**config.mk**
```make
export PLATFORM = sky130hd
export DESIGN_NAME = xy_scope_gen
export DESIGN_NICKNAME = d
export VERILOG_FILES = /design/src/rtl/xy_scope_pkg.sv /design/src/rtl/xy_sine_fold.sv /design/src/rtl/xy_scope_gen.sv
export SDC_FILE = /design/constraint.sdc
export NUM_CORES = 1
export LEC_CHECK = 0
export CAP_MARGIN = 20
export CORE_MARGIN = 4
export CORE_UTILIZATION = 55
export CTS_BUF_LIST = sky130_fd_sc_hd__clkbuf_8 sky130_fd_sc_hd__clkbuf_16
export DETAILED_ROUTE_END_ITERATION = 6
export DONT_BUFFER_PORTS = 1
export GPL_TIMING_DRIVEN = 0
export HOLD_SLACK_MARGIN = 0.03
export PLACE_DENSITY = 0.73
export REMOVE_ABC_BUFFERS = 1
export SYNTH_ARGS = -nofsm -noshare
export SYNTH_HDL_FRONTEND = slang
export SYNTH_SLANG_ARGS = --single-unit
```
**constraint.sdc**
```tcl
create_clock -name clk -period 11.4 [get_ports clk]
set_clock_uncertainty 0.15 [all_clocks]
set_input_delay 2.28 -clock clk [delete_from_list [all_inputs] [get_ports clk]]
set_output_delay 2.28 -clock clk [all_outputs]
set_load 0.1 [all_outputs]
```
**src/rtl/xy_scope_pkg.sv**
```systemverilog
// Shared definitions for the XY oscilloscope figure generator: figure modes,
// the quarter-turn phase constant and the quarter-wave sine table generator.
package xy_scope_pkg;

    typedef enum logic [1:0] {
        MODE_LISSAJOUS = 2'b00,
        MODE_SWEEP     = 2'b01,
        MODE_CIRCLE    = 2'b10,
        MODE_HOLD      = 2'b11
    } mode_e;

    // Quadrant-field value of a quarter turn; placed in the top two phase bits.
    localparam logic [1:0] QUARTER_PHASE = 2'b01;

    localparam real PI = 3.14159265358979323846;

    // Sample points sit mid-bin so the fold is symmetric about each quadrant edge.
    function automatic int lut_entry(input int x_w, input int lut_aw, input int k);
        real amp;
        real ang;
        amp = (2.0 ** (x_w - 1)) - 1.0;
        ang = (k + 0.5) * PI / (2.0 ** (lut_aw + 1));
        return $rtoi(amp * $sin(ang) + 0.5);
    endfunction

endpackage

```
**src/rtl/xy_sine_fold.sv**
```systemverilog
// One axis of the XY generator: quadrant fold and table index in stage 1,
// table read and offset-binary code (or raw bypass code) in stage 2.
module xy_sine_fold
    import xy_scope_pkg::*;
#(
    parameter int W      = 8,
    parameter int X_W    = 8,
    parameter int LUT_AW = 5
) (
    input  logic              clk,
    input  logic              rst_n,
    input  logic              load1,
    input  logic              load2,
    input  logic [LUT_AW+1:0] phase_msb,
    input  logic              raw_sel,
    input  logic [W-1:0]      raw_code,
    output logic [W-1:0]      code
);

    localparam int LUT_N = 2 ** LUT_AW;
    localparam int SHIFT = X_W - W;
    localparam logic [W-1:0] HALF = {1'b1, {(W-1){1'b0}}};

    function automatic logic [LUT_N*X_W-1:0] build_lut();
        logic [LUT_N*X_W-1:0] t;
        t = '0;
        for (int k = 0; k < LUT_N; k++) begin
            t[k*X_W +: X_W] = X_W'(lut_entry(X_W, LUT_AW, k));
        end
        return t;
    endfunction

    localparam logic [LUT_N*X_W-1:0] LUT = build_lut();

    logic [1:0]        quad;
    logic [LUT_AW-1:0] idx;
    logic [1:0]        quad_q;
    logic [LUT_AW-1:0] idx_q;
    logic              raw_q;
    logic [W-1:0]      raw_code_q;
    logic [X_W-1:0]    m_full;
    logic [W-1:0]      m;
    logic [W-1:0]      code_nxt;

    assign quad = phase_msb[LUT_AW+1 -: 2];
    assign idx  = quad[0] ? ~phase_msb[LUT_AW-1:0] : phase_msb[LUT_AW-1:0];

    // Narrower axes reuse the full-width table scaled down by a right shift.
    always_comb begin
        m_full   = LUT[idx_q*X_W +: X_W];
        m        = W'(m_full >> SHIFT);
        code_nxt = quad_q[1] ? (HALF - W'(1) - m) : (HALF + m);
        if (raw_q) begin
            code_nxt = raw_code_q;
        end
    end

    always_ff @(posedge clk) begin
        if (!rst_n) begin
            quad_q     <= '0;
            idx_q      <= '0;
            raw_q      <= 1'b0;
            raw_code_q <= '0;
            code       <= '0;
        end else begin
            if (load1) begin
                quad_q     <= quad;
                idx_q      <= idx;
                raw_q      <= raw_sel;
                raw_code_q <= raw_code;
            end
            if (load2) begin
                code <= code_nxt;
            end
        end
    end

endmodule

```
**src/rtl/xy_scope_gen.sv**
```systemverilog
// XY oscilloscope figure generator: prescaled dual phase accumulators feeding
// two sine-fold pipelines. Define XY_ZBLANK_EN to add the z_blank retrace output.
module xy_scope_gen
    import xy_scope_pkg::*;
#(
    parameter int X_W     = 8,
    parameter int Y_W     = 7,
    parameter int PHASE_W = 16,
    parameter int LUT_AW  = 5,
    parameter int DIV_W   = 8
) (
    input  logic               clk,
    input  logic               rst_n,
    input  logic               en,
    input  logic [1:0]         mode,
    input  logic [DIV_W-1:0]   div,
    input  logic [PHASE_W-1:0] fx_inc,
    input  logic [PHASE_W-1:0] fy_inc,
    input  logic [PHASE_W-1:0] phase_off,
    output logic [X_W-1:0]     bnc_x,
    output logic [Y_W-1:0]     bnc_y,
    output logic               sample_stb,
`ifdef XY_ZBLANK_EN
    output logic               z_blank,
`endif
    output logic               trig
);

    mode_e              mode_sel;
    logic [DIV_W-1:0]   cnt;
    logic               tick;
    logic               sample_tick;
    logic               load2;
    logic [PHASE_W-1:0] ph_x;
    logic [PHASE_W-1:0] ph_y;
    logic [PHASE_W:0]   ph_x_sum;
    logic [PHASE_W-1:0] ph_x_nxt;
    logic [PHASE_W-1:0] ph_y_nxt;
    logic [PHASE_W-1:0] y_phase;
    logic               v1;
    logic               wrap1;
    logic               sweep1;
    logic               unused_phase_bits;

    assign mode_sel    = mode_e'(mode);
    assign tick        = en && (cnt >= div);
    assign sample_tick = tick && (mode_sel != MODE_HOLD);
    assign load2       = en && v1;

    assign ph_x_sum = {1'b0, ph_x} + {1'b0, fx_inc};
    assign ph_x_nxt = ph_x_sum[PHASE_W-1:0];
    assign ph_y_nxt = ph_y + fy_inc;

    // Circle derives Y from the X phase a quarter turn ahead; ph_y keeps running regardless.
    always_comb begin
        y_phase = ph_y_nxt + phase_off;
        if (mode_sel == MODE_CIRCLE) begin
            y_phase = ph_x_nxt + {QUARTER_PHASE, {(PHASE_W-2){1'b0}}} + phase_off;
        end
    end

    assign unused_phase_bits = ^y_phase;

    always_ff @(posedge clk) begin
        if (!rst_n) begin
            cnt        <= '0;
            ph_x       <= '0;
            ph_y       <= '0;
            v1         <= 1'b0;
            wrap1      <= 1'b0;
            sweep1     <= 1'b0;
            sample_stb <= 1'b0;
            trig       <= 1'b0;
`ifdef XY_ZBLANK_EN
            z_blank    <= 1'b0;
`endif
        end else if (en) begin
            cnt <= tick ? '0 : cnt + 1'b1;
            v1  <= sample_tick;
            if (sample_tick) begin
                ph_x   <= ph_x_nxt;
                ph_y   <= ph_y_nxt;
                wrap1  <= ph_x_sum[PHASE_W];
                sweep1 <= (mode_sel == MODE_SWEEP);
            end
            sample_stb <= v1;
            trig       <= v1 && wrap1;
`ifdef XY_ZBLANK_EN
            z_blank    <= v1 && wrap1 && sweep1;
`endif
        end else begin
            sample_stb <= 1'b0;
            trig       <= 1'b0;
`ifdef XY_ZBLANK_EN
            z_blank    <= 1'b0;
`endif
        end
    end

    xy_sine_fold #(
        .W      (X_W),
        .X_W    (X_W),
        .LUT_AW (LUT_AW)
    ) u_fold_x (
        .clk       (clk),
        .rst_n     (rst_n),
        .load1     (sample_tick),
        .load2     (load2),
        .phase_msb (ph_x_nxt[PHASE_W-1 -: LUT_AW+2]),
        .raw_sel   (mode_sel == MODE_SWEEP),
        .raw_code  (ph_x_nxt[PHASE_W-1 -: X_W]),
        .code      (bnc_x)
    );

    xy_sine_fold #(
        .W      (Y_W),
        .X_W    (X_W),
        .LUT_AW (LUT_AW)
    ) u_fold_y (
        .clk       (clk),
        .rst_n     (rst_n),
        .load1     (sample_tick),
        .load2     (load2),
        .phase_msb (y_phase[PHASE_W-1 -: LUT_AW+2]),
        .raw_sel   (1'b0),
        .raw_code  ({Y_W{1'b0}}),
        .code      (bnc_y)
    );

endmodule

```
==> results.sh <==
export IMPL_status="finished clean"
export IMPL_hold_class="reg -> reg"
export IMPL_pwr_share_clk_pct=41.3
export IMPL_comb_power_share_pct=16.3
export IMPL_synth_main_ff_cell="dfxtp_1"
export IMPL_syn_avg_cell_area_um2=7.99
export IMPL_r2r_end="u_fold_y.idx_q[4]"
export IMPL_cts_path_max_buffers=2
export IMPL_port_buffers=0
export IMPL_ys_seq_area_share_pct=24.9
export IMPL_synth_seq_cells=79
export IMPL_chipWidth_um=115
export IMPL_cp_data_arrival_time_ns=6.47
export IMPL_reg2regPathDepth=19
export IMPL_setup_violations=0
export IMPL_leakage_nw=2.83
export IMPL_ir_drop_mv=0.0982
export IMPL_grtUsageTotal_pct=22.0
export IMPL_cts_hold_buf=0
export IMPL_r2r_setup_slack_ns=6.63
export IMPL_seqPwrFrac_pct=42.4
export IMPL_crit_end="u_fold_y.idx_q[4]"
export IMPL_finalSetupTns_ns=0
export IMPL_fin_crit_sh_pct=55.7
export IMPL_worst_hold_slack_ns=0.306
export IMPL_drive_above_1_share_pct=5.40
export IMPL_num_rows=38
export IMPL_fin_crit_ns=6.35
export IMPL_antenna_found_initial=0
export IMPL_synth_warnings=0
export IMPL_initial_core_util_pct=57.2
export IMPL_p_switching_w=0.000184
export IMPL_die_y_um=115
export IMPL_grt_max_degree=54
export IMPL_async_reset_ff_share_pct=0
export IMPL_globalplace_congestion=0.888
export IMPL_endpoint_kind="register"
export IMPL_ys_types=61
export IMPL_cts_root_buffer="clkbuf_16"
export IMPL_worstSetupPathType="in -> reg"
export IMPL_switching_share_pct=27.9
export IMPL_grt_pass1_wl_mm=23.8
export IMPL_cts_setup_buffers=0
export IMPL_vias=5405
export IMPL_fmax_ghz=0.157
export IMPL_antenna_cells=0
export IMPL_core_area_um2=11100
export IMPL_hold_viol=0
export IMPL_ant_nets=0
export IMPL_clk_insertion_delay_late_ns=0.35
export IMPL_dpl_hpwl_mm=11.2
export IMPL_io_pins=78
export IMPL_required_ns=11.52
export IMPL_drc_errors=0
export IMPL_power_density_nw_per_um2=97.4
export IMPL_maxSlewViolCount=0
export IMPL_syn_inst=794
export IMPL_synth_edf_count=0
export IMPL_wl_per_cell_um=15.5
export IMPL_seqCellArea_um2=1580
export IMPL_syn_area_um2=6340
export IMPL_ctsResizeCount=0
export IMPL_die_area_um2=13300
export IMPL_crit_fanout=6
export IMPL_routed_via_density=5.89
export IMPL_nFillCells=958
export IMPL_tightest_slew_ns=0.976
export IMPL_startpoint="fx_inc[5]"
export IMPL_firstDrtPassIters=4
export IMPL_p_int_w=0.000475
export IMPL_slew_headroom_pct=34.8
export IMPL_grt_setup_unrepaired="false"
export IMPL_cts_tree="done"
export IMPL_cts_sinks=79
export IMPL_wl_mm=14.2
export IMPL_grt_pass1_vias=5329
export IMPL_h_tree_depth=3
export IMPL_area_growth_pct=6.81
export IMPL_multi_input_area_um2=4500
export IMPL_rr_startpoint="ph_x[0]"
export IMPL_cap_violations=0
export IMPL_gr_total_overflow=0
export IMPL_path_clk_slew_ns=0.06
export IMPL_cts_made_buffers=9
export IMPL_drt_iter0_drc=384
export IMPL_nets=929
export IMPL_worst_setup_path_start_kind="primary input"
cells in the mapped netlist (all sizes together) (4+ instances only):
cell type | count | area [um2]
nor2b | 7 | 43.8
xnor2 | 40 | 350
o21a | 10 | 75.1
mux4 | 5 | 113
ha | 93 | 1160
nor3 | 14 | 75.1
a211oi | 7 | 52.6
nand4 | 7 | 43.8
buf | 7 | 30.0
a21oi | 90 | 450
xor2 | 29 | 254
o211ai | 9 | 67.6
inv | 34 | 128
nand2b | 10 | 62.6
o21ai | 51 | 263
or3 | 6 | 37.5
mux2i | 6 | 60.1
nor2 | 59 | 221
nand3 | 12 | 60.1
and2 | 5 | 33.8
dfxtp | 79 | 1580
and3 | 6 | 37.5
clkbuf | 29 | 109
a21o | 17 | 128
nand2 | 109 | 409
a221o | 4 | 40.0
o21bai | 4 | 30.0
cells by family (layout without fill, tap and decap cells):
group	Yosys count	in the layout	synth area share, %
muxes	12	12	2.90
adders and majority gates	95	95	19.0
and+or+nand+nor	246	246	17.6
DFF	79	79	24.9
xor gates and xnor gates	69	69	9.53
buffers and inverters	70	54	4.20
AOI/OAI and AO/OA	223	223	21.9
final cells by class:
type / instances / area share [%]
Multi-Input combinational cell: 645 / 66.5
Timing Repair Buffer: 4 / 1.51
Clock inverter: 7 / 0.831
Inverter: 34 / 1.88
Tap cell: 140 / 2.59
Sequential cell: 79 / 23.4
Clock buffer: 9 / 3.33
power groups by stage:
stage	clock network [W]	logic (W)	registers, W
detailed placement	0	0.000107	0.000286
global route	0.000292	0.000122	0.000280
global placement	0	0.000100	0.000286
CTS	0.000278	0.000107	0.000280
finish	0.000273	0.000107	0.000280
floorplan	0	0.0000867	0.000285
state kept, by name (all words and copies together) (netlist names):
register,flops
u_fold_x.code,8
u_fold_y.code,7
u_fold_x.raw_code_q,8
u_fold_y.idx_q,5
u_fold_x.idx_q,5
wrap1,1
u_fold_y.quad_q,1
ph_x,16
cnt,8
v1,1
u_fold_x.raw_q,1
trig,1
sample_stb,1
ph_y,16
metal layers:
metal  global-route usage (%)  wire [um]
met2                     37.8       6730
met3                     7.53       1140
met5                        0          0
met4                     6.89        310
met1                     25.8       6000
worst min path at each step:
stage / cells past startpoint / end / start / slack (ns)
global route: 2 / ph_y[14] / ph_y[14] / 0.33
finish: 2 / u_fold_x.raw_code_q[2] / u_fold_x.raw_code_q[2] / 0.31
global placement: 2 / u_fold_x.raw_code_q[2] / u_fold_x.raw_code_q[2] / 0.30
floorplan: 2 / u_fold_x.raw_code_q[1] / u_fold_x.raw_code_q[1] / 0.28
detailed placement: 2 / u_fold_x.raw_code_q[2] / u_fold_x.raw_code_q[2] / 0.30
CTS: 2 / u_fold_x.raw_code_q[2] / u_fold_x.raw_code_q[2] / 0.30
stage by stage:
stage | cells | instance area, um2 | power, W | utilization [%] | setup WS [ns]
floorplan | 758 | 6200 | 0.000372 | - | 5.20
detailed placement | 902 | 6490 | 0.000392 | 58.6 | 4.76
CTS | 918 | 6770 | 0.000665 | 61.1 | 5.10
finish | 918 | 6770 | 0.000659 | 61.1 | 5.05
global route | 918 | 6770 | 0.000693 | 61.1 | 4.71
global placement | 898 | 6380 | 0.000386 | 57.6 | 3.90
cells in the final DEF (no fill, tap or decap), drive strengths merged, types with 17 or more instances in the layout:
cell type / netlist / final
o21ai: 51 / 51
a21o: 17 / 17
nand2: 109 / 109
xor2: 29 / 29
ha: 93 / 93
dfxtp: 79 / 79
xnor2: 40 / 40
inv: 34 / 36
a21oi: 90 / 90
nor2: 59 / 59
worst max-delay path, cell delays in order:
cell,delay [ns]
ha_1,0.35
and2_4,0.17
a221o_1,0.33
o21ai_0,0.17
nand2b_1,0.11
a21o_1,0.19
a21oi_1,0.17
xnor2_1,0.26
ha_1,0.32
ha_1,0.22
a2111oi_0,0.30
o21ai_0,0.15
o22ai_1,0.38
o21ai_0,0.24
nand2_1,0.12
nand3b_2,0.17
or3_1,0.38
a31oi_1,0.16
Note: power is estimated with default switching activity, not from simulation.
